`config.mk`:
```
export PLATFORM = sky130hd
export DESIGN_NAME = color_scan_sequencer_flat
export DESIGN_NICKNAME = d
export VERILOG_FILES = /design/src/rtl/color_scan_sequencer_if.sv /design/src/rtl/color_scan_sequencer.sv /design/src/flat_wrapper.sv
export SDC_FILE = /design/constraint.sdc
export NUM_CORES = 1
export LEC_CHECK = 0
export BUFFER_PORTS_ARGS = -buffer_cell sky130_fd_sc_hd__buf_2
export CORE_MARGIN = 2
export CORE_UTILIZATION = 34
export DETAILED_ROUTE_END_ITERATION = 8
export HOLD_SLACK_MARGIN = 0.1
export PLACE_DENSITY_LB_ADDON = 0.2
export SETUP_SLACK_MARGIN = 0.05
export SYNTH_ARGS = -nofsm -noshare
export SYNTH_HDL_FRONTEND = slang
export SYNTH_SLANG_ARGS = --single-unit
```
`constraint.sdc`:
```
create_clock -name clk -period 2.4 [get_ports clk]
set_clock_uncertainty 0.2 [all_clocks]
set_input_delay 0.48 -clock clk [delete_from_list [all_inputs] [get_ports clk]]
set_output_delay 0.48 -clock clk [all_outputs]
set_load 0.02 [all_outputs]
```
`src/rtl/color_scan_sequencer_if.sv`:
```
// Pin and result bundle between a colour-scan controller (slave) and its host/sensor side (master).
// The four channel counts and sat flags are valid whenever done pulses and stay stable until the next pulse.
interface color_scan_sequencer_if #(
  parameter int CNT_W = 16
);
  logic             start;
  logic             continuous;
  logic             abort;
  logic             sensor_freq;
  logic [1:0]       scale;
  logic [1:0]       filter;
  logic             enf;
  logic             busy;
  logic             done;
  logic [CNT_W-1:0] red_cnt;
  logic [CNT_W-1:0] blue_cnt;
  logic [CNT_W-1:0] green_cnt;
  logic [CNT_W-1:0] clear_cnt;
  logic [3:0]       sat;

  modport master (
    output start, continuous, abort, sensor_freq,
    input  scale, filter, enf, busy, done,
    input  red_cnt, blue_cnt, green_cnt, clear_cnt, sat
  );

  modport slave (
    input  start, continuous, abort, sensor_freq,
    output scale, filter, enf, busy, done,
    output red_cnt, blue_cnt, green_cnt, clear_cnt, sat
  );
endinterface

```
`src/rtl/color_scan_sequencer.sv`:
```
// Steps a TCS3200-style sensor through red/blue/green/clear, gating edge counts per filter.
// Counts publish with a done pulse 4*(S+G+1)+1 cycles after start; no backpressure, abort discards a scan.
module color_scan_sequencer #(
  parameter int         GATE_CYCLES   = 1000000,
  parameter int         SETTLE_CYCLES = 1000,
  parameter int         CNT_W         = 16,
  parameter logic [1:0] SCALE         = 2'b11
) (
  input  logic                  clk,
  input  logic                  rst_n,
  color_scan_sequencer_if.slave bus
);

  localparam int TMAX = (GATE_CYCLES > SETTLE_CYCLES) ? GATE_CYCLES : SETTLE_CYCLES;
  localparam int TW   = (TMAX > 1) ? $clog2(TMAX) : 1;

  localparam logic [TW-1:0]    SETTLE_LAST = TW'(SETTLE_CYCLES - 1);
  localparam logic [TW-1:0]    GATE_LAST   = TW'(GATE_CYCLES - 1);
  localparam logic [CNT_W-1:0] CNT_MAX     = '1;

  typedef enum logic [2:0] {
    S_IDLE,
    S_SETTLE,
    S_GATE,
    S_STORE,
    S_DONE
  } state_t;

  state_t           state_q, state_d;
  logic [1:0]       idx_q, idx_d;
  logic [TW-1:0]    tmr_q, tmr_d;

  logic             sync1_q, sync2_q, sync3_q;
  logic             edge_det;

  logic [CNT_W-1:0] cnt_q;
  logic [CNT_W-1:0] red_sh_q, blue_sh_q, green_sh_q;
  logic [3:0]       sat_sh_q;
  logic [CNT_W-1:0] red_q, blue_q, green_q, clear_q;
  logic [3:0]       sat_q;

  logic             busy;
  logic             gate_open;
  logic             publish;

  assign edge_det = sync2_q & ~sync3_q;

  always_ff @(posedge clk or negedge rst_n) begin
    if (!rst_n) begin
      state_q <= S_IDLE;
      idx_q   <= 2'd0;
      tmr_q   <= '0;
    end else begin
      state_q <= state_d;
      idx_q   <= idx_d;
      tmr_q   <= tmr_d;
    end
  end

  always_comb begin
    state_d = state_q;
    idx_d   = idx_q;
    tmr_d   = tmr_q;
    case (state_q)
      S_IDLE: begin
        if (bus.start && !bus.abort) begin
          state_d = S_SETTLE;
          idx_d   = 2'd0;
          tmr_d   = '0;
        end
      end
      S_SETTLE: begin
        if (tmr_q == SETTLE_LAST) begin
          state_d = S_GATE;
          tmr_d   = '0;
        end else begin
          tmr_d = tmr_q + 1'b1;
        end
      end
      S_GATE: begin
        if (tmr_q == GATE_LAST) begin
          state_d = S_STORE;
          tmr_d   = '0;
        end else begin
          tmr_d = tmr_q + 1'b1;
        end
      end
      S_STORE: begin
        if (idx_q == 2'd3) begin
          state_d = S_DONE;
        end else begin
          state_d = S_SETTLE;
          idx_d   = idx_q + 2'd1;
        end
      end
      S_DONE: begin
        idx_d = 2'd0;
        if (bus.continuous) begin
          state_d = S_SETTLE;
        end else begin
          state_d = S_IDLE;
        end
      end
      default: begin
        state_d = S_IDLE;
        idx_d   = 2'd0;
        tmr_d   = '0;
      end
    endcase
    // abort overrides every transition, including a pending publish
    if (bus.abort && (state_q != S_IDLE)) begin
      state_d = S_IDLE;
      idx_d   = 2'd0;
      tmr_d   = '0;
    end
  end

  assign gate_open = (state_q == S_SETTLE) && (state_d == S_GATE);
  assign publish   = (state_q == S_STORE) && (state_d == S_DONE);

  always_ff @(posedge clk or negedge rst_n) begin
    if (!rst_n) begin
      sync1_q    <= 1'b0;
      sync2_q    <= 1'b0;
      sync3_q    <= 1'b0;
      cnt_q      <= '0;
      sat_sh_q   <= 4'b0000;
      red_sh_q   <= '0;
      blue_sh_q  <= '0;
      green_sh_q <= '0;
      red_q      <= '0;
      blue_q     <= '0;
      green_q    <= '0;
      clear_q    <= '0;
      sat_q      <= 4'b0000;
    end else begin
      sync1_q <= bus.sensor_freq;
      sync2_q <= sync1_q;
      sync3_q <= sync2_q;

      if (gate_open) begin
        cnt_q           <= '0;
        sat_sh_q[idx_q] <= 1'b0;
      end else if ((state_q == S_GATE) && edge_det) begin
        if (cnt_q == CNT_MAX) begin
          sat_sh_q[idx_q] <= 1'b1;
        end else begin
          cnt_q <= cnt_q + 1'b1;
        end
      end

      if (state_q == S_STORE) begin
        case (idx_q)
          2'd0:    red_sh_q   <= cnt_q;
          2'd1:    blue_sh_q  <= cnt_q;
          2'd2:    green_sh_q <= cnt_q;
          default: ;
        endcase
      end

      // clear channel goes straight from the counter so counts appear in the DONE cycle
      if (publish) begin
        red_q   <= red_sh_q;
        blue_q  <= blue_sh_q;
        green_q <= green_sh_q;
        clear_q <= cnt_q;
        sat_q   <= sat_sh_q;
      end
    end
  end

  assign busy = (state_q != S_IDLE);

  always_comb begin
    bus.filter = 2'b00;
    if (busy) begin
      case (idx_q)
        2'd0:    bus.filter = 2'b00;
        2'd1:    bus.filter = 2'b01;
        2'd2:    bus.filter = 2'b11;
        default: bus.filter = 2'b10;
      endcase
    end
  end

  assign bus.busy      = busy;
  assign bus.enf       = busy;
  assign bus.scale     = busy ? SCALE : 2'b00;
  assign bus.done      = (state_q == S_DONE);
  assign bus.red_cnt   = red_q;
  assign bus.blue_cnt  = blue_q;
  assign bus.green_cnt = green_q;
  assign bus.clear_cnt = clear_q;
  assign bus.sat       = sat_q;

endmodule
```
`src/flat_wrapper.sv`:
```
// flat-port wrapper written by rule: the top's interface ports become plain ports
module color_scan_sequencer_flat 
#(
  parameter int         GATE_CYCLES   = 1000000,
  parameter int         SETTLE_CYCLES = 1000,
  parameter int         CNT_W         = 16,
  parameter logic [1:0] SCALE         = 2'b11
)
  (clk, rst_n, bus_start, bus_continuous, bus_abort, bus_sensor_freq, bus_scale, bus_filter, bus_enf, bus_busy, bus_done, bus_red_cnt, bus_blue_cnt, bus_green_cnt, bus_clear_cnt, bus_sat);
  color_scan_sequencer_if #(.CNT_W(CNT_W)) bus_i ();
  input  logic clk;
  input  logic rst_n;
  input wire logic [$bits(bus_i.start)-1:0] bus_start;
  input wire logic [$bits(bus_i.continuous)-1:0] bus_continuous;
  input wire logic [$bits(bus_i.abort)-1:0] bus_abort;
  input wire logic [$bits(bus_i.sensor_freq)-1:0] bus_sensor_freq;
  output wire logic [$bits(bus_i.scale)-1:0] bus_scale;
  output wire logic [$bits(bus_i.filter)-1:0] bus_filter;
  output wire logic [$bits(bus_i.enf)-1:0] bus_enf;
  output wire logic [$bits(bus_i.busy)-1:0] bus_busy;
  output wire logic [$bits(bus_i.done)-1:0] bus_done;
  output wire logic [$bits(bus_i.red_cnt)-1:0] bus_red_cnt;
  output wire logic [$bits(bus_i.blue_cnt)-1:0] bus_blue_cnt;
  output wire logic [$bits(bus_i.green_cnt)-1:0] bus_green_cnt;
  output wire logic [$bits(bus_i.clear_cnt)-1:0] bus_clear_cnt;
  output wire logic [$bits(bus_i.sat)-1:0] bus_sat;
  assign bus_i.start = bus_start;
  assign bus_i.continuous = bus_continuous;
  assign bus_i.abort = bus_abort;
  assign bus_i.sensor_freq = bus_sensor_freq;
  assign bus_scale = bus_i.scale;
  assign bus_filter = bus_i.filter;
  assign bus_enf = bus_i.enf;
  assign bus_busy = bus_i.busy;
  assign bus_done = bus_i.done;
  assign bus_red_cnt = bus_i.red_cnt;
  assign bus_blue_cnt = bus_i.blue_cnt;
  assign bus_green_cnt = bus_i.green_cnt;
  assign bus_clear_cnt = bus_i.clear_cnt;
  assign bus_sat = bus_i.sat;
  color_scan_sequencer #(.GATE_CYCLES(GATE_CYCLES), .SETTLE_CYCLES(SETTLE_CYCLES), .CNT_W(CNT_W), .SCALE(SCALE)) u_core (.clk(clk), .rst_n(rst_n), .bus(bus_i));
endmodule
```
==> results.py <==
metrics = {
    "floorplanning": {
        "initial_core_util_pct": 34.35,
        "die_w_microns": 149.0,
        "ioPinCount": 81,
        "core_area_sq_um": 20820,
        "num_rows": 53,
        "dieArea_sq_um": 22210,
        "dieHeight_microns": 149.0,
    },
    "drt": {
        "viasPerCell": 4.988,
        "first_pass_iters": 5,
        "drc": 0,
        "drt-initial-drc-count": 235,
        "dr_total_vias": 4744,
        "wl_microns": 15640,
        "antenna_left": 0,
        "wire_per_inst_microns": 16.45,
    },
    "worst_setup_path": {
        "regToRegSetupSlack_ns": 0.10,
        "cp-end-kind": "flop",
        "timing.rr.start": "u_core.tmr_q[16]",
        "crit_family": "simple AND/OR/NAND/NOR gates",
        "path_class": "flop to flop",
        "critPathArrivalTime_ns": 2.39,
        "cp.depth": 6,
        "crit_path_end": "u_core.tmr_q[17]",
        "worstSetupStartpointType": "flop",
        "crit_slowest_cell": "or4_4",
        "path_max_fanout": 9,
        "path_buf_inv": 1,
        "cp.required_ns": 2.49,
        "r2r-end": "u_core.tmr_q[17]",
        "r2r_cells": 6,
        "crit_path_start": "u_core.tmr_q[16]",
        "cpPeakStageDelay_ns": 0.55,
        "cp_cell_sequence": "or4_4 > nor4_4 > a21oi_4 > buf_12 > nor2_4 > o21ai_0",
    },
    "pwr": {
        "clock_power_share_pct": 45.8,
        "combPwrFrac_pct": 4.7,
        "cellLeakagePower_uw": 0.004345,
        "irDropWorstVdd_mv": 0.4866,
        "powerDensity_nw_per_um2": 661.5,
        "power_switching_uw": 1245,
        "swShare_pct": 21.60,
        "p_int_uw": 4521,
        "power_frac_seq_pct": 49.5,
    },
    "global_route": {
        "grt-ovfl-total": 0,
        "grt_pass1_vias": 4819,
        "grt_pass1_wl_microns": 25400,
        "track_usage_pct": 14.66,
        "grt_max_degree": 72,
        "antenna_found_initial": 0,
    },
    "clock_tree": {
        "clockRootBuffer": "clkbuf_16",
        "cts_buffer_depth": 2,
        "cts_sinks": 164,
        "clock_latency_ns": 0.42,
        "htreeDepth": 4,
        "cts_tree": "done",
        "cts_inserted_buffers": 17,
        "clk_pin_slew_worst_paths_ns": 0.06,
    },
    "logic_synthesis": {
        "ys_seq_elements": 164,
        "ys_warn_count": 0,
        "synth_edf_count": 0,
        "synth.area.top_cells": "dfrtp_1 57%, mux2_2 18%, nand2_1 2.0%, nor2_1 1.5%, xnor2_1 1.5%",
        "ys_seq_area_share_pct": 57.38,
        "ys_dominant_reg_cell": "dfrtp_1",
        "synth_top_area_cell": "dfrtp_1",
        "netlist_instances": 560,
        "netlist.area_leader.share_pct": 57.38,
        "avgSynthCellArea_sq_um": 12.77,
        "synth-async-reset-ratio_pct": 100.0,
        "synth_area_sq_um": 7152,
        "synthesis.nets": 572,
        "synth_cell_types": 60,
    },
    "timing": {
        "fin_tns_setup_ns": 0,
        "hold_viol": 0,
        "relSlewSlack_pct": 59.90,
        "min_period_over_period_pct": 95.77,
        "fmax_ghz": 0.4351,
        "fin_crit_ns": 2.298,
        "setup-violations-final": 0,
        "whs_ns": 0.1472,
        "slew_violations": 0,
        "rsz0062_at_grt": "yes",
        "fin_ws_ns": 0.1016,
        "worst_pin_slew_ns": 0.5965,
    },
    "placed_design": {
        "gp_congestion": 0.7995,
        "portBuffers": 80,
        "pre_cts_ws_ns": 0.07102,
        "hpwl_microns": 10280,
        "dpl_cell_area_sq_um": 7981,
    },
    "finish": {
        "utilization_pct": 41.87,
        "final_area_sq_um": 8718,
        "nets": 675,
        "area_growth_pct": 21.90,
        "n_antenna_cell": 0,
        "drive_gt1_share_pct": 41.86,
    },
    "run": {
        "maxCapViolations": 0,
    },
    "hold_path": {
        "hold_class": "flop to flop",
    },
    "outcome": {
        "status": "finished, final reports clean",
    },
}
[registers in the layout, indices dropped and copies added, names as in the netlist, named ones only]
signal / count
u_core.bus.clear_cnt: 16
u_core.idx_q: 2
u_core.bus.red_cnt: 16
u_core.bus.blue_cnt: 16
u_core.state_q: 3
u_core.sync1_q: 1
u_core.blue_sh_q: 16
u_core.tmr_q: 20
u_core.cnt_q: 16
u_core.bus.green_cnt: 16
u_core.green_sh_q: 16
u_core.sync2_q: 1
u_core.sync3_q: 1
u_core.red_sh_q: 16
u_core.bus.sat: 4
[routing by layer]
layer | vias to the layer above | global-route usage (%) | part of all wire, %
met5 | - | 0 | 0
met4 | 0 | 4.952 | 1.4
met3 | 22 | 2.752 | 3.7
met2 | 98 | 23.46 | 47
met1 | 2415 | 20.10 | 48
li1 | 2209 | - | -
[placed cells by master, fill, tap and decap left out, types with 4 or more instances in the layout]
cell	instances
a21oi_1	11
and2_1	4
and3_1	6
and4_1	4
buf_12	6
buf_2	79
buf_4	28
clkbuf_1	6
clkbuf_16	17
dfrtp_1	160
dfrtp_2	4
ha_1	6
inv_1	7
mux2_2	117
nand2_1	38
nand3_1	16
nand4_1	12
nor2_1	28
nor2b_1	7
nor3_1	5
nor4_1	5
o21ai_0	15
o22ai_1	8
xnor2_1	12
xor2_1	6
[what timing repair did]
| action | 4_1_cts | 5_1_grt |
|---|---|---|
| resized for setup | 3 | 7 |
| setup buffers | 3 | 9 |
| pin swaps | 0 | 5 |
| endpoints found under the setup margin | 2 | 16 |
| gates cloned | 0 | 0 |
| hold buffers | 2 | 0 |
| hold endpoints to repair | 33 | 0 |
[per-stage QoR]
stage          cells  total power (uW)
4_1_cts          942              5861
3_3_place_gp     905              3150
3_5_place_dp     905              3159
5_1_grt          951              6014
2_1_floorplan    560              3038
6_report         951              5767
[cell usage after synthesis (6+ instances only)]
cell type,n
dfrtp_1,164
inv_1,7
o22ai_1,8
a21oi_1,11
nand2_1,39
nand3_1,16
nor2_1,28
clkbuf_1,11
buf_2,17
nand4_1,12
o21ai_0,15
ha_1,6
nor4_1,6
xor2_1,6
mux2_2,117
nor2b_1,7
and3_1,6
xnor2_1,12
[area by class of cell]
| type | instances | area [sq um] |
|---|---|---|
| inverters | 7 | 26.28 |
| clock buffers | 25 | 475.5 |
| flip-flops and latches | 164 | 4109 |
| fillers | 1999 | 12100 |
| repair buffers | 117 | 762.0 |
| well taps | 275 | 344.1 |
| multi-input cells | 356 | 2904 |
| clock inverters | 7 | 97.59 |
[worst min path at each step]
| stage | from | end | slack [ns] | depth (start not counted) |
|---|---|---|---|---|
| 6_report | u_core.sync1_q | u_core.sync2_q | 0.15 | 0 |
| 5_1_grt | u_core.sync1_q | u_core.sync2_q | 0.16 | 0 |
| 4_1_cts | u_core.sync1_q | u_core.sync2_q | 0.15 | 0 |
| 3_5_place_dp | u_core.sync1_q | u_core.sync2_q | 0.13 | 0 |
| 3_3_place_gp | u_core.sync1_q | u_core.sync2_q | 0.13 | 0 |
| 2_1_floorplan | rst_n | asynchronous set/reset pin | -0.02 | 0 |
[logic make-up (layout without fill, tap and decap cells)]
| family | Yosys count | in the layout | share of synthesized area (%) |
|---|---|---|---|
| xor gates and xnor gates | 18 | 18 | 2.204 |
| DFF | 164 | 164 | 57.38 |
| and+or+nand+nor | 160 | 160 | 13.14 |
| adders and majority gates | 6 | 6 | 1.050 |
| AOI/OAI and AO/OA | 53 | 53 | 4.864 |
| muxes | 119 | 119 | 18.70 |
| buffers and inverters | 40 | 156 | 2.659 |
[power groups by stage]
| stage | sequential (uW) | clock [uW] | combinational (uW) |
|---|---|---|---|
| after CTS | 2860 | 2740 | 266 |
| after global routing | 2860 | 2850 | 303 |
| after floorplan | 2910 | 0 | 132 |
| after detailed placement | 2910 | 0 | 249 |
| after global placement | 2910 | 0 | 243 |
| final | 2860 | 2640 | 272 |
Power figures use the tool's default switching activity.
